[src/rtl/uart_hex_pkg.sv]
// Shared ASCII constants, parser state enum and hex-digit decoder for the UART hex-dword link.
// The tx printer reuses the same character constants.
package uart_hex_pkg;

    localparam logic [7:0] CH_0  = 8'h30;
    localparam logic [7:0] CH_9  = 8'h39;
    localparam logic [7:0] CH_A  = 8'h41;
    localparam logic [7:0] CH_F  = 8'h46;
    localparam logic [7:0] CH_a  = 8'h61;
    localparam logic [7:0] CH_f  = 8'h66;
    localparam logic [7:0] CH_x  = 8'h78;
    localparam logic [7:0] CH_X  = 8'h58;
    localparam logic [7:0] CH_CR = 8'h0D;
    localparam logic [7:0] CH_LF = 8'h0A;

    typedef enum logic [1:0] {IDLE, GOT0, DIGS, SKIP} state_t;

    typedef struct packed {
        logic       vld;
        logic [3:0] nib;
    } hex_t;

    function automatic hex_t ascii2nib(input logic [7:0] c);
        hex_t r;
        r.vld = 1'b1;
        r.nib = 4'd0;
        if (c >= CH_0 && c <= CH_9)      r.nib = 4'(c - CH_0);
        else if (c >= CH_A && c <= CH_F) r.nib = 4'(c - CH_A + 8'd10);
        else if (c >= CH_a && c <= CH_f) r.nib = 4'(c - CH_a + 8'd10);
        else                             r.vld = 1'b0;
        return r;
    endfunction

endpackage

[src/rtl/uart_rx_dword_hex_if.sv]
// Result bus of the hex-dword receiver: parsed word with valid/error strobes and a busy flag.
interface uart_rx_dword_hex_if;
    logic [31:0] data;
    logic        valid;
    logic        err;
    logic        busy;

    modport master (output data, valid, err, busy);
    modport slave  (input  data, valid, err, busy);
endinterface

[src/rtl/uart_rx.sv]
// 8N1 UART byte receiver, 4x oversampled (one bit = 4*U_DIV clocks); 1-cycle o_stb with o_byte.
// No backpressure: a byte is presented once; framing errors (low stop bit) drop the byte.
module uart_rx #(
    parameter int U_DIV = 1
) (
    input  logic       i_clk,
    input  logic       i_rst,
    input  logic       i_en,
    input  logic       i_rx,
    output logic       o_stb,
    output logic [7:0] o_byte
);
    localparam int FULL = 4 * U_DIV;
    localparam int HALF = 2 * U_DIV;
    localparam int CW   = $clog2(FULL + 1);

    typedef enum logic [1:0] {R_IDLE, R_START, R_DATA, R_STOP} rstate_t;

    rstate_t       state;
    logic [1:0]    sync;
    logic [CW-1:0] cnt;
    logic [2:0]    bit_idx;
    logic [7:0]    shift;

    always_ff @(posedge i_clk) begin
        if (i_rst) begin
            state   <= R_IDLE;
            sync    <= 2'b11;
            cnt     <= '0;
            bit_idx <= '0;
            shift   <= '0;
            o_stb   <= 1'b0;
            o_byte  <= '0;
        end else begin
            sync  <= {sync[0], i_rx};
            o_stb <= 1'b0;
            case (state)
                R_IDLE: begin
                    cnt <= '0;
                    if (i_en && !sync[1]) state <= R_START;
                end
                // Re-check the start bit half a bit in, which also aligns later samples to mid-bit.
                R_START: begin
                    if (cnt == CW'(HALF - 1)) begin
                        cnt     <= '0;
                        bit_idx <= '0;
                        state   <= sync[1] ? R_IDLE : R_DATA;
                    end else begin
                        cnt <= cnt + CW'(1);
                    end
                end
                R_DATA: begin
                    if (cnt == CW'(FULL - 1)) begin
                        cnt     <= '0;
                        shift   <= {sync[1], shift[7:1]};
                        bit_idx <= bit_idx + 3'd1;
                        if (bit_idx == 3'd7) state <= R_STOP;
                    end else begin
                        cnt <= cnt + CW'(1);
                    end
                end
                R_STOP: begin
                    if (cnt == CW'(FULL - 1)) begin
                        cnt   <= '0;
                        state <= R_IDLE;
                        if (sync[1]) begin
                            o_stb  <= 1'b1;
                            o_byte <= shift;
                        end
                    end else begin
                        cnt <= cnt + CW'(1);
                    end
                end
                default: state <= R_IDLE;
            endcase
        end
    end
endmodule

[src/rtl/uart_rx_dword_hex.sv]
// Parses "0x" + 1..8 hex digits + CR/LF from the UART RX pin into a 32-bit word.
// Strobes valid/err one cycle after the deciding byte; no backpressure, one byte per rx strobe.
module uart_rx_dword_hex
    import uart_hex_pkg::*;
#(
    parameter int CLK_HZ = 50_000_000,
    parameter int BAUD   = 115200,
    parameter int U_DIV  = CLK_HZ / (4 * BAUD)
) (
    input  logic                  i_clk,
    input  logic                  i_rst,
    input  logic                  i_uart_rx,
    uart_rx_dword_hex_if.master   bus
);
    logic        rx_stb;
    logic [7:0]  rx_byte;
    state_t      state;
    logic [31:0] acc;
    logic [3:0]  cnt;
    logic [31:0] data_q;
    logic        valid_q;
    logic        err_q;
    hex_t        h;
    logic        is_term;

    uart_rx #(.U_DIV(U_DIV)) u_rx (
        .i_clk  (i_clk),
        .i_rst  (i_rst),
        .i_en   (1'b1),
        .i_rx   (i_uart_rx),
        .o_stb  (rx_stb),
        .o_byte (rx_byte)
    );

    assign h       = ascii2nib(rx_byte);
    assign is_term = (rx_byte == CH_CR) || (rx_byte == CH_LF);

    always_ff @(posedge i_clk) begin
        if (i_rst) begin
            state   <= IDLE;
            acc     <= '0;
            cnt     <= '0;
            data_q  <= '0;
            valid_q <= 1'b0;
            err_q   <= 1'b0;
        end else begin
            valid_q <= 1'b0;
            err_q   <= 1'b0;
            if (rx_stb) begin
                case (state)
                    // Stray bytes, including the LF of a CR/LF pair, are absorbed here.
                    IDLE: if (rx_byte == CH_0) state <= GOT0;
                    GOT0: begin
                        if (rx_byte == CH_x || rx_byte == CH_X) begin
                            state <= DIGS;
                            acc   <= '0;
                            cnt   <= '0;
                        end else begin
                            err_q <= 1'b1;
                            state <= is_term ? IDLE : SKIP;
                        end
                    end
                    DIGS: begin
                        if (h.vld) begin
                            if (cnt == 4'd8) begin
                                err_q <= 1'b1;
                                state <= SKIP;
                            end else begin
                                acc <= {acc[27:0], h.nib};
                                cnt <= cnt + 4'd1;
                            end
                        end else if (is_term) begin
                            if (cnt != 4'd0) begin
                                data_q  <= acc;
                                valid_q <= 1'b1;
                            end else begin
                                err_q <= 1'b1;
                            end
                            state <= IDLE;
                        end else begin
                            err_q <= 1'b1;
                            state <= SKIP;
                        end
                    end
                    SKIP: if (is_term) state <= IDLE;
                    default: state <= IDLE;
                endcase
            end
        end
    end

    assign bus.data  = data_q;
    assign bus.valid = valid_q;
    assign bus.err   = err_q;
    assign bus.busy  = (state != IDLE);
endmodule

[src/flat_wrapper.sv]
// flat-port wrapper written by rule: the top's interface ports become plain ports
module uart_rx_dword_hex_flat import uart_hex_pkg::*;
#(
    parameter int CLK_HZ = 50_000_000,
    parameter int BAUD   = 115200,
    parameter int U_DIV  = CLK_HZ / (4 * BAUD)
)
  (i_clk, i_rst, i_uart_rx, bus_data, bus_valid, bus_err, bus_busy);
  uart_rx_dword_hex_if bus_i ();
  input  logic i_clk;
  input  logic i_rst;
  input  logic i_uart_rx;
  output wire logic [$bits(bus_i.data)-1:0] bus_data;
  output wire logic [$bits(bus_i.valid)-1:0] bus_valid;
  output wire logic [$bits(bus_i.err)-1:0] bus_err;
  output wire logic [$bits(bus_i.busy)-1:0] bus_busy;
  assign bus_data = bus_i.data;
  assign bus_valid = bus_i.valid;
  assign bus_err = bus_i.err;
  assign bus_busy = bus_i.busy;
  uart_rx_dword_hex #(.CLK_HZ(CLK_HZ), .BAUD(BAUD), .U_DIV(U_DIV)) u_core (.i_clk(i_clk), .i_rst(i_rst), .i_uart_rx(i_uart_rx), .bus(bus_i));
endmodule
[config.mk]
export PLATFORM = sky130hd
export DESIGN_NAME = uart_rx_dword_hex_flat
export DESIGN_NICKNAME = d
export VERILOG_FILES = /design/src/rtl/uart_hex_pkg.sv /design/src/rtl/uart_rx_dword_hex_if.sv /design/src/rtl/uart_rx.sv /design/src/rtl/uart_rx_dword_hex.sv /design/src/flat_wrapper.sv
export SDC_FILE = /design/constraint.sdc
export NUM_CORES = 1
export LEC_CHECK = 0
export ABC_AREA = 1
export ABC_CLOCK_PERIOD_IN_PS = 4600
export CAP_MARGIN = 20
export CORE_MARGIN = 10
export CORE_UTILIZATION = 62
export CTS_BUF_LIST = sky130_fd_sc_hd__clkbuf_16
export DETAILED_ROUTE_END_ITERATION = 10
export HOLD_SLACK_MARGIN = 0.08
export PLACE_DENSITY = 0.87
export SYNTH_ARGS = -nofsm -noshare
export SYNTH_HDL_FRONTEND = slang
export SYNTH_SLANG_ARGS = --single-unit
[constraint.sdc]
create_clock -name i_clk -period 4.6 [get_ports i_clk]
set_input_delay 0.92 -clock i_clk [delete_from_list [all_inputs] [get_ports i_clk]]
set_output_delay 0.92 -clock i_clk [all_outputs]
set_load 0.02 [all_outputs]
[After elaboration in Yosys (flattened, before gate mapping)]
Index checks and enable logic that the tools add are counted.
Word-level totals
  input bits: 3
  word-level logic and storage cells: 123
  output and inout port bits: 35
  register bits: 105
Operators by class
  order comparisons: 6
  add/subtract/negate cells: 8
  bitwise operators: 6
  reduce and logical (&&, ||, !) cells: 22
  muxes and demuxes: 42
  equal/unequal tests: 26
Operators by type and width (count)
  $mux W32: 3
  $pmux W32 S2: 1
  $pmux W9 S3: 1
  $mux W2: 12
  $mux W4: 6
  $mux W9: 2
  $eq A8 B4 Y1 const B: 2
  $eq A8 B7 Y1 const B: 2
  $ge A8 B7 Y1 const B: 2
  $le A8 B7 Y1 const B: 2
  $pmux W2 S4: 2
  $reduce_and A5 Y1: 3
  $ne A2 B2 Y1 const B: 6
  $sub A4 B1 Y4 const B: 3
  $mux W1: 10
  $add A9 B1 Y9 const B: 1
  $eq A9 B8 Y1 const B: 1
  $eq A9 B9 Y1 const B: 1
  $add A4 B4 Y4 const B: 2
  $eq A2 B2 Y1 const B: 4
  $eq A8 B6 Y1 const B: 1
  $ge A8 B6 Y1 const B: 1
  $le A8 B6 Y1 const B: 1
  $ne A2 B1 Y1 const B: 4
  22 further kinds: 37

[Depth between registers and ports, before layout]
Gate-level depths: netlist (run 1).
  depth in word-level cells: 8
  gate-level depth with buffers: 14

[Modules after synthesis]
A second synthesis (run 1) with hierarchy kept.
Unflattened totals
  cells, all modules: 687
  area total of the unflattened synthesis: 4929.7 µm²
By module, submodules not included
  uart_rx_dword_hex: cells an instance 513, area an instance 3578.4 µm², instances 1
  uart_rx: cells an instance 174, area an instance 1351.3 µm², instances 1

[Least setup slack after synthesis (run 1)]
Ideal clock, no wire load.
  path kind: input -> register
  start: in i_rst
  end: reg u_core.acc[17]
  required time: 4.462 ns
  setup slack: 2.891 ns
  arrival: 1.571 ns
  stages on the path: 3
  setup time: 0.138 ns
  cell sequence: clkbuf_1 -> clkbuf_1 -> a21oi_1
RTL lines
  from (decl): RTL line flat_wrapper.sv:11  | input logic i_rst;
  to (signal assigned): RTL line uart_rx_dword_hex.sv:69  | acc <= {acc[27:0], h.nib};
  to (decl): RTL line uart_rx_dword_hex.sv:18  | logic [31:0] acc;
No word-level cell between the ends.

[Worst setup path after layout (run 1)]
  start: reg u_core.state[0]
  end: out bus_busy
On the way
  word-level cells in the longest chain between the ends: 1
RTL lines
  from (decl): RTL line uart_rx_dword_hex.sv:17  | state_t state;
  from (signal assigned): RTL line uart_rx_dword_hex.sv:60  | state <= is_term ? IDLE : SKIP;
  $reduce_bool A2 Y1: RTL line uart_rx_dword_hex.sv:95  | assign bus.busy = (state != IDLE);
  to (decl): RTL line flat_wrapper.sv:16  | output wire logic [$bits(bus_i.busy)-1:0] bus_busy;
No other way between the ends.

==> metrics, run 1 <==
top cells by count, synth dfxtp_1, nor2_1, nand2_1, o21ai_0, a21oi_1; unrepaired setup endpoints after global routing no; Clock power frac between 40% and 50%; Pint ~1.3 mW; final core occ between 70% and 80%; DRT iter0 DRCs roughly 210; Critical Path, Cell by Cell inv_1 -> ha_1 -> inv_1 -> clkdlybuf4s50_1; # DRC 0; post-route worst setup slack just under 2 ns; Critical Path AT ~1.7 ns; most frequent CP cell inv_1; crit path kind register to output port; clock tree buffer depth 2; Fill cells between 500 and 600; Max Cap Violations 0; Resize count post-CTS 0; routability congestion estimate around 0.8; crit path launch type register; total track usage ~17%; num ports 38; routed len/inst approximately 14 um; CTS tree built; Die Ht 105 um; GR Overflow Total 0; cell with the most instances after synthesis dfxtp_1; Setup Buffers After CTS 0; Net Sw Frac between 20% and 30%; Bufs and invs on worst path 3; post-route ant nets 0; clock transition at the registers of the reported paths 0.07 ns; Post-CTS Hold Buffers 0; Cells after Synth about 580; Syn Std Cell Area between 0.004 and 0.005 sq mm; vias in the first global route 3605; Antenna Cells 0; Layout Nets approximately 620; PwrDens about 330 mW/mm^2; CTS buffer count 9; FMAX 378 MHz; die width between 100 and 150 um; crit end category output port; leak pwr 2.04 nW; # rows 31; clock skew approximately 0.011 ns; root buf cell clkbuf_16; final hold vios 0; mean area per synthesized cell between 7 and 8 sq um; CP max stage cell clkdlybuf4s50_1; initial core utilization a little over three fifths; CORE AREA just over 0.007 sq mm; fin crit share ~58%; WP data required about 3.7 ns; Final TNS setup 0 ns; CTS H-Tree Depth 3; Synth warnings 0; Synth Flop Type dfxtp_1; Flop pwr share 53.9%; min Tclk post-route between 2 and 3 ns; post-synth cell types 32; clock insertion delay at the later pin of the skew report around 0.35 ns; CP top delay family buffers and inverters; Synth area leaders dfxtp_1, nor2_1, nand2_1, o21ai_0, a21oi_1; largest net degree at the start of global routing between 50 and 60; global-route wire length before repair around 16000 um; Rel. slew slack between 30 and 40%; pre-CTS worst setup slack around 1.9 ns; Via density approximately 5.5; Area growth syn-to-layout 13.8%; register area share after synthesis between 40% and 50%; crit-path max cell delay 0.59 ns; Psw 0.392 mW; Comb pwr share approximately 1.9%; Max VDD drop approximately 0.22 mV; Final Setup Violations 0; DRT Pass-1 Iters 4; status complete, no violations; Detailed Place HPWL approximately 6300 um; initial antenna violation count 0; CTS Sinks 105; max-slew violations 0; Pwr Total approximately 1.7 mW; Syn Nets between 500 and 600; worst-path maximum fanout 4; share of the synthesized area in the top cell type 46.5%; #FFs+latches synth 105; EDFF count, synth 0; DIE AREA between 0.01 and 0.015 sq mm; number of port buffers 37; routed vias 3843; share of cells above drive strength 1 under 10%; ys async rst share 0%; post-synth top area cell dfxtp_1; actual slew at the worst max-slew pin 0.957 ns; Post-Route WL 9610 um; Hold Path Class register to register
==> state kept, by name, summed over array words and instances, names as in the netlist, named ones only <==
name,count
u_core.acc,32
u_core.bus.data,32
u_core.u_rx.cnt,9
u_core.u_rx.o_byte,8
u_core.u_rx.shift,8
u_core.cnt,4
u_core.u_rx.bit_idx,3
u_core.state,2
u_core.u_rx.sync,2
u_core.bus.err,1
u_core.bus.valid,1
u_core.u_rx.o_stb,1
u_core.u_rx.state,1
==> metrics by stage <==
| stage | hold slack (ns) | cell area (sq um) | instances |
|---|---|---|---|
| detailed placement | 0.402 | 4850 | 687 |
| global route | 0.438 | 5150 | 703 |
| CTS | 0.423 | 5150 | 703 |
| finish | 0.419 | 5150 | 703 |
| global placement | 0.398 | 4850 | 687 |
| floorplan | 0.389 | 4520 | 575 |
==> routing by layer <==
layer	up-vias	wire [um]	track usage, %
li1	1927	-	-
met5	-	0	0
met3	20	505	3.53
met1	1796	4220	20.4
met4	0	254	8.63
met2	100	4630	28.4
==> cell type report <==
class	instances	area (sq um)	share of cell area (%)
Timing Repair Buffer	41	400	7.78
Tap cell	99	124	2.41
Sequential cell	105	2100	40.8
Clock buffer	9	225	4.38
Inverter	45	169	3.28
Multi-Input combinational cell	397	2060	40.0
Clock inverter	7	68.8	1.34
==> power by group through the flow <==
stage / clock network, mW / logic (mW) / registers [mW]
finish: 0.750 / 0.0320 / 0.914
global route: 0.788 / 0.0359 / 0.914
CTS: 0.758 / 0.0315 / 0.914
detailed placement: 0 / 0.0309 / 0.935
global placement: 0 / 0.0299 / 0.935
floorplan: 0 / 0.0234 / 0.935
==> path summary, 6_finish.rpt <==
kind	cells past startpoint	endpoint	slack [ns]	start
setup / recovery	4	bus_busy	1.95	u_core.state[0]$_SDFFE_PP0P_
hold / removal	1	u_core.u_rx.sync[1]$_SDFF_PP1_	0.42	u_core.u_rx.sync[0]$_SDFF_PP1_
hold reg to reg	1	u_core.u_rx.sync[1]$_SDFF_PP1_	0.42	u_core.u_rx.sync[0]$_SDFF_PP1_
setup reg to reg	9	u_core.acc[12]$_SDFFE_PP0P_	2.09	u_core.u_rx.o_byte[0]$_SDFFE_PP0P_
==> kinds of logic (layout without fill, tap and decap cells) <==
group | after synthesis | after routing | synth area share (%)
DFF | 105 | 105 | 46.5
xor gates and xnor gates | 5 | 5 | 0.969
adders and majority gates | 15 | 15 | 4.15
AOI/OAI and AO/OA | 118 | 118 | 14.2
and+or+nand+nor | 259 | 259 | 26.2
buffers and inverters | 73 | 102 | 8.00
==> placed cells by master (no fill, tap or decap), types with 2 or more instances in the layout <==
cell type | netlist | layout
dfxtp_1 | 105 | 105
clkinv_4 | 0 | 3
nor2_1 | 100 | 100
inv_8 | 0 | 3
nor3_1 | 10 | 10
buf_4 | 5 | 4
a21oi_1 | 46 | 46
inv_1 | 42 | 42
inv_2 | 3 | 3
a21oi_2 | 10 | 10
nand2_4 | 2 | 2
nand4_1 | 4 | 4
clkbuf_16 | 0 | 9
o21ai_0 | 58 | 58
nand3_2 | 11 | 11
nand2_2 | 2 | 2
nand2_1 | 79 | 79
clkdlybuf4s50_1 | 0 | 37
ha_1 | 15 | 15
nand3_1 | 42 | 42
xor2_1 | 5 | 5
nor3b_1 | 3 | 3
or2_2 | 2 | 2
(Power assumes the default switching activity.)
==> run 2: changes to the inputs <==
ABC_CLOCK_PERIOD_IN_PS = 2300   (was 4600)
CORE_UTILIZATION = 52   (was 62)
PLACE_DENSITY = 0.78   (was 0.87)
clock period = 2.3 ns   (was 4.6 ns; I/O delays follow)
==> metrics, run 2 (same netlist as run 1, synthesis figures left out) <==
status complete, no violations; die width 113 um; Final Setup Violations 0; clock insertion delay at the later pin of the skew report 0.34 ns; Post-CTS Hold Buffers 0; worst-path maximum fanout 4; Area growth syn-to-layout 14.6%; # DRC 0; share of cells above drive strength 1 about a tenth; Comb pwr share between 2 and 2.5%; DIE AREA around 0.013 sq mm; pre-CTS worst setup slack approximately 0.34 ns; most frequent CP cell inv_1; Final TNS setup 0 ns; num ports 38; min Tclk post-route around 2.1 ns; largest net degree at the start of global routing 40; Critical Path AT between 1.5 and 2 ns; actual slew at the worst max-slew pin between 0.5 and 0.6 ns; crit path kind register to output port; crit-path max cell delay slightly below 0.6 ns; post-route worst setup slack about 0.16 ns; routed len/inst 13.4 um; start point of the critical path u_core.state[0]$_SDFFE_PP0P_; Max Cap Violations 0; FMAX 467 MHz; number of port buffers 37; Net Sw Frac between 20% and 30%; Critical Path, Cell by Cell inv_1 -> ha_1 -> inv_1 -> clkdlybuf4s50_1; Pint approximately 2.6 mW; Post-Route WL approximately 9600 um; DRT Pass-1 Iters 4; WP data required 1.84 ns; Max VDD drop around 0.42 mV; CORE AREA between 0.008 and 0.009 sq mm; Antenna Cells 0; Hold Path Class register to register; initial antenna violation count 0; Psw ~0.71 mW; CTS H-Tree Depth 3; initial core utilization a little over half; Flop pwr share between 50 and 60%; total track usage between 10% and 20%; vias in the first global route 3706; global-route wire length before repair about 16000 um; root buf cell clkbuf_16; routed vias approximately 3800; final hold vios 0; clock skew between 0.005 and 0.006 ns; Detailed Place HPWL about 6600 um; Die Ht between 100 and 150 um; Rel. slew slack between 60% and 70%; Layout Nets around 630; CP max stage cell clkdlybuf4s50_1; Setup Buffers After CTS 0; RR Startpoint u_core.u_rx.o_byte[0]$_SDFFE_PP0P_; max-slew violations 0; CTS tree built; clock tree buffer depth 2; routability congestion estimate around 0.82; Via density 5.33; CTS Sinks 105; most common cell after layout, fill and taps aside dfxtp_1; Hold Path Origin u_core.u_rx.sync[0]$_SDFF_PP1_; CP top delay family buffers and inverters; Resize count post-CTS 0; DRT iter0 DRCs roughly 240; # rows 33; most frequent cells in the layout dfxtp_1, nor2_1, nand2_1; Bufs and invs on worst path 3; Clock power frac a little over two fifths; fin crit share between 90% and 100%; crit path launch type register; clock transition at the registers of the reported paths 0.07 ns; PwrDens between 600 and 700 mW/mm^2; post-route ant nets 0; CTS buffer count 9; GR Overflow Total 0; leak pwr slightly above 2 nW; unrepaired setup endpoints after global routing no; crit end category output port
run 2: changes by cell type in the layout (fill, tap and decap cells not counted), sizes merged:
cell and change:
buf +8, clkinv -1, clkinvlp +2, inv -2
run 2: path summary, 6_finish.rpt:
path	cells after the start	endpoint	slack (ns)
setup reg to reg	12	u_core.acc[17]$_SDFFE_PP0P_	0.32
hold reg to reg	1	u_core.u_rx.sync[1]$_SDFF_PP1_	0.42
hold / removal	1	u_core.u_rx.sync[1]$_SDFF_PP1_	0.42
setup / recovery	4	bus_busy	0.16
run 2: stage by stage:
stage / cell area [sq um] / util (%) / instances / total power [mW] / hold slack (ns)
after floorplan: 4520 / - / 575 / 1.92 / 0.389
after global placement: 4920 / 59.0 / 701 / 1.93 / 0.393
after detailed placement: 4920 / 59.0 / 701 / 1.94 / 0.411
after CTS: 5180 / 62.1 / 716 / 3.28 / 0.429
after global routing: 5180 / 62.1 / 716 / 3.37 / 0.449
final: 5180 / 62.1 / 716 / 3.27 / 0.423
run 2: routing by layer:
| metal | share of wire [%] | wire length (um) | track usage [%] |
|---|---|---|---|
| met1 | 46 | 4380 | 18.0 |
| met2 | 48 | 4570 | 24.7 |
| met3 | 4.9 | 473 | 3.75 |
| met4 | 1.6 | 149 | 6.01 |
| met5 | 0 | 0 | 0 |
run 2: area by class of cell:
cell class	instances	area [sq um]
multi-input cells	397	2060
repair buffers	49	460
inverters	45	169
clock buffers	9	225
well taps	105	131
flip-flops and latches	105	2100
clock inverters	6	36.3
fillers	741	3160
run 2: power by group through the flow:
| stage | registers [mW] | clock network (mW) | logic, mW |
|---|---|---|---|
| finish | 1.83 | 1.38 | 0.0673 |
| global route | 1.83 | 1.47 | 0.0747 |
| CTS | 1.83 | 1.38 | 0.0662 |
| floorplan | 1.87 | 0 | 0.0469 |
| detailed placement | 1.87 | 0 | 0.0657 |
| global placement | 1.87 | 0 | 0.0630 |
